## src/rtl/led_fade_pkg.sv

```systemverilog
// Shared constants and helpers for the LED fade/PWM output stage.
package led_fade_pkg;

    localparam int unsigned NUM_LEDS      = 8;
    localparam int unsigned PWM_BITS_DEF  = 8;
    localparam int unsigned FADE_DIV_DEF  = 65536;
    localparam int unsigned FADE_STEP_DEF = 16;

    localparam int unsigned LEVEL_W = PWM_BITS_DEF;
    typedef logic [LEVEL_W-1:0] level_t;

    // Prescaler register width able to hold 0..div-1
    function automatic int unsigned pre_width(input int unsigned div);
        return (div > 1) ? $clog2(div) : 1;
    endfunction

endpackage

```

## src/rtl/led_fade_chan.sv

```systemverilog
// One LED channel: brightness level, period-aligned shadow copy and PWM output flop.
module led_fade_chan
    import led_fade_pkg::*;
#(
    parameter int unsigned PWM_BITS  = PWM_BITS_DEF,
    parameter int unsigned FADE_STEP = FADE_STEP_DEF
) (
    input  logic                clk,
    input  logic                rs,
    input  logic                pat_bit,
    input  logic                fade_tick,
    input  logic                boundary,
    input  logic [PWM_BITS-1:0] cnt,
    output logic                led
);

    localparam logic [PWM_BITS-1:0] LVL_MAX = '1;
    localparam logic [PWM_BITS-1:0] STEP    = PWM_BITS'(FADE_STEP);

    logic [PWM_BITS-1:0] level_q, level_d;
    logic [PWM_BITS-1:0] shadow_q, shadow_d;
    logic                led_q, led_d;

    // Pattern set beats a coincident fade tick; fading saturates at zero
    always_comb begin
        level_d = level_q;
        if (pat_bit) begin
            level_d = LVL_MAX;
        end else if (fade_tick) begin
            level_d = (level_q > STEP) ? level_q - STEP : '0;
        end
    end

    always_comb begin
        shadow_d = shadow_q;
        if (boundary) begin
            shadow_d = level_q;
        end
        led_d = (shadow_q == LVL_MAX) || (shadow_q > cnt);
    end

    always_ff @(posedge clk or posedge rs) begin
        if (rs) begin
            level_q  <= '0;
            shadow_q <= '0;
            led_q    <= 1'b0;
        end else begin
            level_q  <= level_d;
            shadow_q <= shadow_d;
            led_q    <= led_d;
        end
    end

    assign led = led_q;

endmodule

```

## src/rtl/led_fade_pwm.sv

```systemverilog
// LED fade stage: full brightness while the pattern bit is set, linear PWM fade-out after.
module led_fade_pwm
    import led_fade_pkg::*;
#(
    parameter int unsigned PWM_BITS  = PWM_BITS_DEF,
    parameter int unsigned FADE_DIV  = FADE_DIV_DEF,
    parameter int unsigned FADE_STEP = FADE_STEP_DEF
) (
    input  logic                clk,
    input  logic                rs,
    input  logic [NUM_LEDS-1:0] pat,
    output logic [NUM_LEDS-1:0] led_out,
    output logic                frame
);

    localparam int unsigned         PRE_W    = pre_width(FADE_DIV);
    localparam logic [PWM_BITS-1:0] CNT_MAX  = '1;
    localparam logic [PRE_W-1:0]    PRE_LAST = PRE_W'(FADE_DIV - 1);

    logic [PWM_BITS-1:0] cnt_q, cnt_d;
    logic [PRE_W-1:0]    pre_q, pre_d;
    logic                frame_q, frame_d;
    logic                fade_tick_c;
    logic                boundary_c;

    assign fade_tick_c = (pre_q == PRE_LAST);
    assign boundary_c  = (cnt_q == CNT_MAX);

    // Shared PWM counter (wraps naturally) and fade prescaler
    always_comb begin
        cnt_d   = cnt_q + PWM_BITS'(1);
        pre_d   = fade_tick_c ? '0 : pre_q + PRE_W'(1);
        frame_d = boundary_c;
    end

    always_ff @(posedge clk or posedge rs) begin
        if (rs) begin
            cnt_q   <= '0;
            pre_q   <= '0;
            frame_q <= 1'b0;
        end else begin
            cnt_q   <= cnt_d;
            pre_q   <= pre_d;
            frame_q <= frame_d;
        end
    end

    assign frame = frame_q;

    for (genvar g = 0; g < NUM_LEDS; g++) begin : g_chan
        led_fade_chan #(
            .PWM_BITS  (PWM_BITS),
            .FADE_STEP (FADE_STEP)
        ) u_chan (
            .clk       (clk),
            .rs        (rs),
            .pat_bit   (pat[g]),
            .fade_tick (fade_tick_c),
            .boundary  (boundary_c),
            .cnt       (cnt_q),
            .led       (led_out[g])
        );
    end

endmodule
```

## config.mk

```make
export PLATFORM = sky130hd
export DESIGN_NAME = led_fade_pwm
export DESIGN_NICKNAME = d
export VERILOG_FILES = /design/src/rtl/led_fade_pkg.sv /design/src/rtl/led_fade_chan.sv /design/src/rtl/led_fade_pwm.sv
export SDC_FILE = /design/constraint.sdc
export NUM_CORES = 1
export LEC_CHECK = 0
export ABC_AREA = 0
export ABC_CLOCK_PERIOD_IN_PS = 3200
export BUFFER_PORTS_ARGS = -buffer_cell sky130_fd_sc_hd__buf_2
export CAP_MARGIN = 25
export CORE_MARGIN = 5
export CORE_UTILIZATION = 50
export DETAILED_ROUTE_END_ITERATION = 8
export GPL_ROUTABILITY_DRIVEN = 0
export PLACE_DENSITY = 0.74
export SLEW_MARGIN = 10
export SYNTH_ARGS = -nofsm -noshare
export SYNTH_HDL_FRONTEND = slang
export SYNTH_SLANG_ARGS = --single-unit
```

## constraint.sdc

```tcl
create_clock -name clk -period 3.2 [get_ports clk]
set_clock_uncertainty 0.05 [all_clocks]
set_input_delay 0 -clock clk [delete_from_list [all_inputs] [get_ports clk]]
set_output_delay 0 -clock clk [all_outputs]
set_load 0.01 [all_outputs]
```

======== Word-level counts from Yosys, hierarchy flattened ========
Cells that the tools add are included.
word-level totals
  word-level logic and storage cells ...... 104
  bits of input ports ..................... 10
  flip-flop bits (word level) ............. 161
  output and inout bits ................... 9
operators by class
  order comparisons ....................... 16
  reduce and logical (&&, ||, !) cells .... 16
  add/subtract/negate cells ............... 10
  multiplexer cells ....................... 25
  equality and inequality tests ........... 10
operators with widths
  cell                   number
  $mux 8                 24
  $eq 8x8->1 const B     9
  $gt 8x5->1 const B     8
  $gt 8x8->1             8
  $sub 8x5->8 const B    8
  $add 16x1->16 const B  1
  $eq 16x16->1 const B   1
  $mux 16                1
  $reduce_bool 2->1      8
  $add 8x1->8 const B    1
  $logic_or 1x1->1       8

======== Longest topological paths before layout ========
Gate-level depths: netlist (run 1).
  word-level depth ........................ 4
  gate-level depth with buffers ........... 7
  depth with buffers taken out ............ 6

======== Hierarchy ========
Synthesis (run 1) repeated with hierarchy kept, for this count alone.
unflattened totals
  cell total of the unflattened synthesis .. 670
  area total of the unflattened synthesis .. 6670.1 sq um
by module, submodules not included
  module                                instances  area an instance (sq um)  cells an instance
  led_fade_chan (g_chan[0].u_chan ...)  7          699.4                     72
  led_fade_pwm                          1          1093.5                    93
  led_fade_chan (g_chan[5].u_chan)      1          680.7                     73

======== Least setup slack after synthesis (run 1) ========
No wires, ideal clock.
  path type ............................... register to register
  from .................................... reg pre_q[0]
  to ...................................... reg g_chan[6].u_chan.level_q[4]
  period minus slack after synthesis ...... 1886 ps
  library setup time ...................... 124 ps
  arrival time ............................ 1712 ps
  cell stages (with the launch flop) ...... 7
  path buffers ............................ 2
  slack ................................... 1314 ps
  data required time ...................... 3026 ps
  cell sequence ........................... dfrtp_1 > ha_1 > nand4_1 > or4_1 > buf_6 > buf_8 > a211o_1
between the ends
  longest elaborated chain between the ends .. 2
ends and longest elaborated chain
  element                      line                 source
  start: declaration           led_fade_pwm.sv:21   logic [PRE_W-1:0] pre_q, pre_d;
  start signal: assignment     led_fade_pwm.sv:43   pre_q <= pre_d;
  $eq 16x16->1                 led_fade_pwm.sv:26   assign fade_tick_c = (pre_q == PRE_LAST);
  $reduce_bool 2->1 (no line)  --
  end signal: assignment       led_fade_chan.sv:48  level_q <= level_d;
  end: declaration             led_fade_chan.sv:20  logic [PWM_BITS-1:0] level_q, level_d;
Every way passes these cells.
A chain may end at the register's enable or synchronous reset.

======== Worst setup path after layout (run 1) ========
  from .................................... reg pre_q[0]
  to ...................................... reg g_chan[6].u_chan.level_q[5]
The elaborated chain is that of the path after synthesis.

==> results by group, run 1 <==
Outcome
  • Status: finished clean

Detailed routing
  • Starting DRT DRC Count: 289
  • Drt wl/cell: around 16 um
  • Post-route ant nets: 0
  • Via density per instance: roughly 5.8
  • Via count: 4889
  • Final wirelength: ~14 mm
  • Drt drc: 0
  • Router iterations before antenna repair: 5

Die
  • Die area: 15700 um2
  • Initial core utilization: between 50% and 60%
  • Die extent in x: 125.3 um
  • # IOs: 19
  • Die height: between 100 and 150 um
  • Row count: 42
  • Core area: between 10000 and 15000 um2

Finish
  • P&R area growth vs syn: 13.04%
  • Antenna diode count: 0
  • Final nets: roughly 750
  • Seq. cell area: between 2000 and 3000 um2
  • Layout fillers: roughly 1100
  • Area of the multi-input gates: 3511 um2
  • Share of layout cells above drive strength 1: between 10% and 20%

Setup path
  • FF-to-FF End: g_chan[6].u_chan.level_q[5]
  • Worst path slowest cell: or4_2
  • Worst path max stage delay: approximately 0.89 ns
  • R2R cell count: 5
  • Critical-path cell list: ha_1, nand4_1, or4_2, buf_4, a211o_1
  • Crit start category: flip-flop
  • Worst Path Max Fanout: 28
  • WS Path Type: flip-flop to flip-flop
  • Arrival time worst endpoint: 2.86 ns
  • CP required: 3.44 ns
  • Crit Reg-Reg Startpoint: pre_q[0]
  • CP endpoint kind: flip-flop
  • Worst R2R Setup Slack: ~0.6 ns

Power
  • Internal: between 2 and 3 mW
  • Clk pwr share: a little under three fifths
  • Leak pwr: around 3.5 nW
  • Max VDD drop: just over 0.4 mV
  • Switching share of power: slightly below 20%
  • Power Dens Cells: about 440 nW/um2
  • Psw: 0.6551 mW
  • Combinational power share: 1.6%
  • Sequential share of power: 43.3%

Clock network
  • Deepest clock path buffer count: 2
  • CTS tree: yes
  • Number of cells upsized or downsized after cts: 0
  • CTS buffer count: 17
  • Worst-path clk slew: around 0.05 ns
  • Buffers inserted by post-CTS timing repair: 0
  • CTS Sinks: 113
  • Clock root buffer: clkbuf_16
  • H-tree Lvls: 4
  • Worst skew pair latency: just over 0.4 ns
  • Hold_buf cts: 9

STA
  • Final Cycle Share: a little over 80%
  • Unrepaired setup endpoints after global routing: no
  • Worst Max-Slew Pin Slew: 0.7731 ns
  • Max Transition Viols Final: 0
  • Relative slew slack: 48.46%
  • Setup tns final: 0 ns
  • Top achievable clock speed: about 380 MHz
  • Final hold vios: 0
  • Fin worst setup slack: between 0.5 and 0.6 ns
  • Post-layout min period: between 2 and 3 ns
  • Final setup viols: 0

Synth
  • Synth Instances: 626
  • Seq/Total Area, Yosys: between 40% and 50%
  • Cell Area, Synth: between 6000 and 7000 um2
  • Distinct cells, synth: 39
  • Synthesized flop and latch total: 113
  • Synthesized Nets: slightly above 700
  • Synth warn: 0
  • Mapped Avg Cell Area: roughly 11 um2

GRT
  • GR Util met2: around a third
  • Vias in the first global route: between 5000 and 6000
  • Met3 Use GR: 5.075%
  • Gr busiest metal: met2
  • First-pass GRT wire length: about 24 mm
  • Met1 Usage GRT: about 22%
  • Largest net degree at the start of global routing: 65
  • Initial antenna violation count: 1
  • Global-route usage over all layers: roughly a fifth
  • GRT overflow: 0

Placement
  • IO Port Bufs: 18
  • Dpl hpwl: ~9.4 mm
  • Pre-CTS WS: ~0.6 ns

Run
  • Max-cap violations: 0

Hold path
  • Worst Hold Class: input pin to asynchronous set/reset pin
[cells by family (layout without fill, tap and decap cells)]
group / Yosys count / in the layout / share of synthesized area [%]
AND/OR/NAND/NOR: 191 / 191 / 15.74
buffers and inverters: 60 / 104 / 4.668
adder cells (fa/ha/maj): 82 / 82 / 15.43
XOR/XNOR: 18 / 18 / 2.372
flip-flops: 113 / 113 / 42.54
multiplexers: 40 / 40 / 6.719
AO/OA/AOI/OAI: 122 / 122 / 12.54
[critical path: cells and delay by family (launching register included)]
family                   cells  cell delay, ns
AO/OA/AOI/OAI                1            0.33
adder cells (fa/ha/maj)      1            0.27
buffers and inverters        1            0.37
flip-flops                   1            0.39
AND/OR/NAND/NOR              2            1.08
[metal layers]
layer,share of wire (%),wire length (um)
met1,43,5833
met2,51,6916
met3,4.1,562
met4,2.5,337
met5,0.095,13
[worst max-delay path by stage]
stage	slack, ns	cells past startpoint	startpoint	to
after global routing	0.44	6	pre_q[0]	g_chan[4].u_chan.level_q[7]
after detailed placement	0.61	5	pre_q[0]	g_chan[6].u_chan.level_q[5]
final	0.59	5	pre_q[0]	g_chan[6].u_chan.level_q[5]
after floorplan	0.16	1	rs	cnt_q[0]
after global placement	0.73	5	pre_q[0]	g_chan[5].u_chan.level_q[5]
after CTS	0.59	5	pre_q[0]	g_chan[6].u_chan.level_q[5]
[area by class of cell]
type / instances / area share, %
timing repair buffer: 33 / 2.997
sequential: 113 / 37.63
multi-input combinational: 453 / 46.72
inverter: 39 / 1.981
tap: 176 / 2.930
clock buffer: 28 / 7.143
clock inverter: 4 / 0.5994
[registers in the layout, indices dropped and copies added, names as in the netlist]
| name | flops |
|---|---|
| cnt_q | 8 |
| g_chan.u_chan.shadow_q | 40 |
| g_chan.u_chan.led | 8 |
| pre_q | 16 |
| g_chan.u_chan.level_q | 40 |
| frame | 1 |
[cell usage in the layout (no fill, tap or decap), types with 5 or more instances in the layout]
cell / synthesis / routed
a211o_1: 20 / 20
clkbuf_8: 0 / 7
dfrtp_1: 113 / 113
o41ai_2: 6 / 6
nor3_1: 23 / 23
clkbuf_16: 0 / 17
nand3_1: 16 / 16
nand4_1: 26 / 26
o21ai_0: 23 / 23
nor4_1: 8 / 8
buf_2: 5 / 18
nor2_1: 22 / 22
mux2_2: 37 / 37
buf_4: 8 / 6
xor2_1: 6 / 6
inv_1: 39 / 38
nor2b_1: 16 / 16
a21oi_1: 39 / 39
or3_1: 15 / 15
nand2_1: 34 / 34
dlygate4sd3_1: 0 / 9
xnor2_1: 12 / 12
nand2b_1: 13 / 13
o211ai_1: 8 / 8
ha_1: 82 / 82
o21a_1: 16 / 16
a31oi_1: 5 / 5
[stage by stage]
step	hold slack [ns]	area, um2	instances	utilization [%]	power, mW
final	0.2422	7515	846	57.20	3.309
after global routing	0.3250	7515	846	57.20	3.426
after CTS	0.2538	7515	846	57.20	3.345
after detailed placement	0.1529	6843	805	52.09	1.502
after global placement	0.1443	6843	805	52.09	1.500
after floorplan	0.05084	6648	626	-	1.480
[power by group through the flow]
| stage | clock, mW | combinational (mW) | sequential [mW] |
|---|---|---|---|
| 5_1_grt | 1.93 | 0.0624 | 1.43 |
| 3_5_place_dp | 0 | 0.0468 | 1.45 |
| 4_1_cts | 1.86 | 0.0554 | 1.43 |
| 3_3_place_gp | 0 | 0.0451 | 1.45 |
| 6_report | 1.82 | 0.0534 | 1.43 |
| 2_1_floorplan | 0 | 0.0245 | 1.46 |
[cells in the mapped netlist]
cell / count / area, um2
nand3_1: 16 / 80.08
or2_2: 3 / 18.77
nand4_1: 26 / 162.7
a21oi_1: 39 / 195.2
buf_8: 1 / 15.01
and4_1: 3 / 26.28
mux2i_1: 3 / 30.03
inv_1: 39 / 146.4
dfrtp_1: 113 / 2828
or3_1: 15 / 93.84
o21a_1: 16 / 120.1
nor4_1: 8 / 50.05
a31oi_1: 5 / 31.28
mux2_2: 37 / 416.7
xnor2_1: 12 / 105.1
nand4_2: 1 / 12.51
nand2b_1: 13 / 81.33
nor4b_1: 2 / 17.52
a211o_1: 20 / 175.2
and3_1: 1 / 6.260
nand2_1: 34 / 127.6
o41ai_1: 1 / 8.760
nor2_1: 22 / 82.58
a21boi_0: 4 / 30.03
buf_6: 5 / 56.30
or4_1: 2 / 15.01
nor2b_1: 16 / 100.1
and2_1: 4 / 25.02
xor2_1: 6 / 52.55
o41ai_2: 6 / 97.59
buf_4: 8 / 60.06
o211ai_1: 8 / 60.06
buf_2: 5 / 25.02
nor4_4: 1 / 21.27
and4b_1: 1 / 10.01
clkbuf_1: 2 / 7.510
nor3_1: 23 / 115.1
o21ai_0: 23 / 115.1
ha_1: 82 / 1026
(Power assumes the default switching activity.)
==> inputs of run 2 (changes only) <==
- ABC_CLOCK_PERIOD_IN_PS: 3200 -> 2600
- PLACE_DENSITY: 0.74 -> 0.71
- clock period: 3.2 -> 2.6 ns (I/O delays scaled with it)
==> run 2 against run 1 <==
  * Final area up 0.18%
  * Clock power up 19%
  * Fmax up 16%
  * Die area unchanged
  * Cell count up 0.35%
  * Combinational power up 32%
  * Non-clock buffer count up 3
  * Count of clock-buffer cells in the layout down 6
  * Via count down 1.6%
  * Largest cell class unchanged
  * Highest routed layer is now met4
==> results by group, run 2 (synthesis gave the netlist of run 1 again) <==
Outcome
  • Status: finished clean

Power
  • Leak pwr: 3.506 nW (-0.23%)
  • Power Dens Cells: 531.7 nW/um2 (+21%)
  • Max VDD drop: 0.4896 mV (+19%)

Finish
  • Layout Cells excl Fill: 849 (+0.35%)
  • Most common cell after layout, fill and taps aside: dfrtp_1
  • Post-route cell area: 7528 um2 (+0.18%)
  • Commonest cells after routing, fill and taps aside: 113 x dfrtp_1, 82 x ha_1, 39 x a21oi_1
  • Antenna diode count: 0 (unchanged)
  • Final nets: 752 (+0.40%)
  • Largest regs: g_chan.u_chan.level_q (40), g_chan.u_chan.shadow_q (40), pre_q (16)
  • Share of layout cells above drive strength 1: 15.90% (+0.68 points)
  • P&R area growth vs syn: 13.25%

Setup path
  • Buf/Inv on CP: 1 (unchanged)
  • FF-to-FF End: g_chan[2].u_chan.level_q[6]
  • Critical-path cell list: ha_1, nand4_1, or4_2, buf_4, nor4b_1, a211o_1
  • CP delay by family, top: simple AND/OR/NAND/NOR gates
  • Worst path slowest cell: or4_2
  • Crit start category: flip-flop
  • Worst Path Max Fanout: 18 (-36%)
  • Worst path max stage delay: 0.60 ns (-0.29 ns)
  • Crit Reg-Reg Startpoint: pre_q[0]
  • Worst R2R Setup Slack: 0.34 ns (-0.24 ns)
  • CP endpoint kind: flip-flop
  • WS Path Type: flip-flop to flip-flop
  • CP required: 2.90 ns (-0.54 ns)
  • Arrival time worst endpoint: 2.56 ns (-0.30 ns)
  • R2R cell count: 6 (+1)

Die
  • Core area: 13140 um2 (unchanged)
  • # IOs: 19 (unchanged)
  • Die area: 15700 um2 (unchanged)
  • Initial core utilization: 50.60% (unchanged)
  • Row count: 42 (unchanged)
  • Die height: 125.3 um (unchanged)
  • Die extent in x: 125.3 um (unchanged)

Clock network
  • CTS Sinks: 113 (unchanged)
  • Worst skew pair latency: 0.41 ns (about the same)
  • CTS tree: yes
  • Clock root buffer: clkbuf_16
  • CTS buffer count: 17 (unchanged)
  • Worst-path clk slew: 0.05 ns (about the same)
  • Number of cells upsized or downsized after cts: 0 (unchanged)
  • H-tree Lvls: 4 (unchanged)
  • Buffers inserted by post-CTS timing repair: 0 (unchanged)
  • Deepest clock path buffer count: 2 (unchanged)

STA
  • Setup tns final: 0 ns (unchanged)
  • Top achievable clock speed: 442.8 MHz (+16%)
  • Max Transition Viols Final: 0 (unchanged)
  • Final setup viols: 0 (unchanged)
  • Post-layout min period: 2.258 ns (-0.3554 ns)
  • Final Cycle Share: 86.86% (+5.2 points)
  • Worst Max-Slew Pin Slew: 0.8389 ns (+0.06579 ns)
  • Hold WS: 0.2537 ns (+0.01151 ns)
  • Relative slew slack: 43.95% (-4.5 points)
  • Unrepaired setup endpoints after global routing: no
  • Final hold vios: 0 (unchanged)

Detailed routing
  • Final wirelength: 13.21 mm (-3.3%)
  • Drt drc: 0 (unchanged)
  • Drt wl/cell: 15.55 um (-3.7%)
  • Router iterations before antenna repair: 5 (unchanged)
  • Starting DRT DRC Count: 220 (-24%)
  • Post-route ant nets: 0 (unchanged)
  • Via density per instance: 5.667 (-1.9%)
  • Via count: 4811 (-1.6%)

Placement
  • Dpl hpwl: 9.111 mm (-2.7%)
  • IO Port Bufs: 18 (unchanged)
  • Cells after DPL: 808 (+0.37%)
  • Placed instance area: 6879 um2 (+0.53%)

GRT
  • First-pass GRT wire length: 22.68 mm (-5.1%)
  • Global-route usage over all layers: 17.72% (-0.95 points)
  • Largest net degree at the start of global routing: 47 (-28%)
  • Vias in the first global route: 4888 (-5.1%)
  • GRT overflow: 0 (unchanged)
  • Initial antenna violation count: 0 (-1)

Run
  • Max-cap violations: 0 (unchanged)

Hold path
  • Worst Hold Class: input pin to asynchronous set/reset pin
run 2: repair_timing:
action	in CTS	in global routing
endpoints found under the setup margin	0	0
hold buffers	9	0
hold endpoints to repair	74	0
run 2: layer usage:
layer	vias to the layer above	track usage [%]	wire length (um)
li1	2347	-	-
met1	2376	21.12	5880
met2	68	30.91	6722
met3	20	4.264	378
met4	0	7.079	225
met5	-	0	0
run 2: metrics by stage:
stage	util [%]	setup WS [ns]	total power, mW
floorplan	-	0.7136	1.822
global placement	52.36	0.4857	1.851
detailed placement	52.36	0.3704	1.854
CTS	57.30	0.3554	4.045
global route	57.30	0.2419	4.152
finish	57.30	0.3417	4.003
run 2: worst max path at each step:
stage | endpoint | depth (start not counted) | from
global route | g_chan[7].u_chan.level_q[7] | 6 | pre_q[0]
floorplan | g_chan[6].u_chan.level_q[4] | 6 | pre_q[0]
global placement | g_chan[4].u_chan.level_q[4] | 5 | pre_q[0]
CTS | g_chan[2].u_chan.level_q[6] | 6 | pre_q[0]
detailed placement | g_chan[2].u_chan.level_q[6] | 6 | pre_q[0]
finish | g_chan[2].u_chan.level_q[6] | 6 | pre_q[0]
run 2: power breakdown:
part	switching (mW)	internal, mW	total (mW)
clock	0.794	1.38	2.17
sequential	0.00000000000000150	1.76	1.76
combinational	0.0481	0.0223	0.0704
run 2: worst min-delay path: cells and delay by family:
family   cells  cell delay (ns)
buf+inv      3             1.21
run 2: area by class of cell:
cell class | instances | area [um2]
clock buffers | 22 | 474.2
multi-input cells | 453 | 3511
well taps | 176 | 220.2
repair buffers | 36 | 260.3
fillers | 1100 | 5609
clock inverters | 10 | 85.08
flip-flops and latches | 113 | 2828
inverters | 39 | 150.1
==> inputs of run 3 (changes only) <==
- CTS_BUF_LIST: not set -> sky130_fd_sc_hd__clkbuf_16
==> run 3 against run 2 <==
  * Register-to-register slack better by 0.02 ns
  * First-iteration DRC count up 0.45%
  * Utilization fell by 0.23 points
  * Routed wire length is 0.45% lower
  * Die area unchanged
  * Cell count stayed put
  * Critical path type unchanged
  * Critical endpoint unchanged
==> results by group, run 3 (synthesis gave the netlist of run 1 again) <==
Setup path
  • Arrival time worst endpoint: 2.54 ns (-0.02 ns)
  • Crit start category: flip-flop
  • Worst R2R Setup Slack: 0.36 ns (+0.02 ns)
  • WS Path Type: flip-flop to flip-flop
  • CP endpoint kind: flip-flop
  • Worst Path Max Fanout: 18 (unchanged)
  • CP required: 2.91 ns (about the same)

Power
  • Internal: 3.063 mW (-3.1%)
  • Sequential share of power: 45.1% (+1.1 points)
  • Combinational power share: 1.8% (about the same)
  • Max VDD drop: 0.4838 mV (-1.2%)
  • Leak pwr: 3.498 nW (-0.24%)
  • Power Dens Cells: 520.4 nW/um2 (-2.1%)
  • Psw: 0.8386 mW (-0.46%)
  • Total power: 3.902 mW (-2.5%)
  • Clk pwr share: 53.1% (-1.1 points)
  • Switching share of power: 21.49% (+0.44 points)

Clock network
  • CTS buffer count: 17 (unchanged)
  • Clock root buffer: clkbuf_16
  • H-tree Lvls: 4 (unchanged)
  • Worst skew pair latency: 0.42 ns (about the same)
  • Buffers inserted by post-CTS timing repair: 0 (unchanged)
  • CTS Sinks: 113 (unchanged)
  • Deepest clock path buffer count: 2 (unchanged)
  • CTS tree: yes
  • Worst-path clk slew: 0.05 ns (about the same)

Die
  • Die height: 125.3 um (unchanged)
  • # IOs: 19 (unchanged)
  • Initial core utilization: 50.60% (unchanged)
  • Row count: 42 (unchanged)
  • Core area: 13140 um2 (unchanged)
  • Die extent in x: 125.3 um (unchanged)
  • Die area: 15700 um2 (unchanged)

Finish
  • Layout Cells excl Fill: 849 (unchanged)
  • Commonest cells after routing, fill and taps aside: 113 x dfrtp_1, 82 x ha_1, 40 x inv_1
  • Largest regs: g_chan.u_chan.level_q (40), g_chan.u_chan.shadow_q (40), pre_q (16)
  • Most common cell after layout, fill and taps aside: dfrtp_1
  • Final Util: 57.08% (-0.23 points)
  • Final nets: 752 (unchanged)
  • Share of layout cells above drive strength 1: 15.45% (-0.45 points)
  • Layout fillers: 1106 (+0.55%)
  • Antenna diode count: 0 (unchanged)
  • P&R area growth vs syn: 12.80%

Detailed routing
  • Drt wl/cell: 15.48 um (-0.45%)
  • Via density per instance: 5.650 (-0.29%)
  • Drt drc: 0 (unchanged)
  • Post-route ant nets: 0 (unchanged)
  • Starting DRT DRC Count: 221 (+0.45%)
  • Final wirelength: 13.15 mm (-0.45%)
  • Router iterations before antenna repair: 4 (-1)
  • Via count: 4797 (-0.29%)

GRT
  • Largest net degree at the start of global routing: 47 (unchanged)
  • First-pass GRT wire length: 22.65 mm (-0.15%)
  • GRT overflow: 0 (unchanged)
  • Initial antenna violation count: 0 (unchanged)
  • Vias in the first global route: 4885 (-0.061%)
  • Global-route usage over all layers: 17.67% (-0.054 points)

STA
  • Final Cycle Share: 86.03% (-0.83 points)
  • Final hold vios: 0 (unchanged)
  • Unrepaired setup endpoints after global routing: no
  • Top achievable clock speed: 447.1 MHz (+0.96%)
  • Final setup viols: 0 (unchanged)
  • Relative slew slack: 44.04% (+0.091 points)
  • Setup tns final: 0 ns (unchanged)
  • Max Transition Viols Final: 0 (unchanged)
  • Hold WS: 0.2574 ns (+0.003654 ns)
  • Worst Max-Slew Pin Slew: 0.8376 ns (-0.001356 ns)
  • Post-layout min period: 2.237 ns (-0.02147 ns)

Run
  • Max-cap violations: 0 (unchanged)

Placement
  • Dpl hpwl: 9.111 mm (unchanged)
  • Cells after DPL: 808 (unchanged)
  • IO Port Bufs: 18 (unchanged)

Hold path
  • Worst Hold Class: input pin to asynchronous set/reset pin

Outcome
  • Status: finished clean
==> run 3: cell types whose count changed in the layout (fill, tap and decap cells not counted) <==
cell,before,now
clkbuf_1,2,0
clkbuf_8,3,0
inv_1,38,40
clkinv_1,0,3
==> run 3: what timing repair did <==
item | in CTS | in global routing
hold buffers | 9 | 0
gates resized for setup | 0 | 0
hold endpoints to repair | 74 | 0
==> run 3: through the flow <==
| stage | setup WS (ns) | area, um2 |
|---|---|---|
| 6_report | 0.3632 | 7498 |
| 3_5_place_dp | 0.3704 | 6879 |
| 3_3_place_gp | 0.4857 | 6879 |
| 2_1_floorplan | 0.7136 | 6651 |
| 4_1_cts | 0.3557 | 7498 |
| 5_1_grt | 0.2408 | 7498 |
==> run 3: layer usage <==
| metal | routed length (um) | part of all wire, % | track usage [%] |
|---|---|---|---|
| met1 | 5842 | 44 | 21.04 |
| met2 | 6685 | 51 | 30.69 |
| met3 | 399 | 3.0 | 4.307 |
| met4 | 218 | 1.7 | 7.270 |
| met5 | 0 | 0 | 0 |
==> run 3: final timing paths <==
path                            startpoint                            to  cells past startpoint
max in group asynchronous               rs  g_chan[3].u_chan.shadow_q[5]                      4
worst min-delay path                    rs  g_chan[5].u_chan.shadow_q[3]                      3
worst max register to register    pre_q[0]   g_chan[2].u_chan.level_q[6]                      6
min in group clk                    pat[2]   g_chan[2].u_chan.level_q[6]                      3
worst max-delay path              pre_q[0]   g_chan[2].u_chan.level_q[6]                      6
worst min register to register    pre_q[0]                      pre_q[0]                      1
==> run 3: final cells by class <==
| type | instances | area [um2] | area share, % |
|---|---|---|---|
| Sequential cell | 113 | 2828 | 37.71 |
| Timing Repair Buffer | 36 | 260.3 | 3.471 |
| Tap cell | 176 | 220.2 | 2.937 |
| Clock buffer | 17 | 425.4 | 5.673 |
| Inverter | 39 | 150.1 | 2.002 |
| Clock inverter | 15 | 103.9 | 1.385 |
| Multi-Input combinational cell | 453 | 3511 | 46.82 |
==> run 3: power by group through the flow <==
stage / combinational, mW / sequential (mW) / clock (mW)
2_1_floorplan: 0.0305 / 1.79 / 0
3_3_place_gp: 0.0606 / 1.79 / 0
3_5_place_dp: 0.0630 / 1.79 / 0
4_1_cts: 0.0730 / 1.76 / 2.11
5_1_grt: 0.0828 / 1.76 / 2.21
6_report: 0.0703 / 1.76 / 2.07
==> run 3: critical path, cell delays in order (launching register included) <==
cell and delay, ns:
dfrtp_1 0.38, ha_1 0.26, nand4_1 0.18, or4_2 0.60, buf_4 0.22, nor4b_1 0.34
a211o_1 0.15
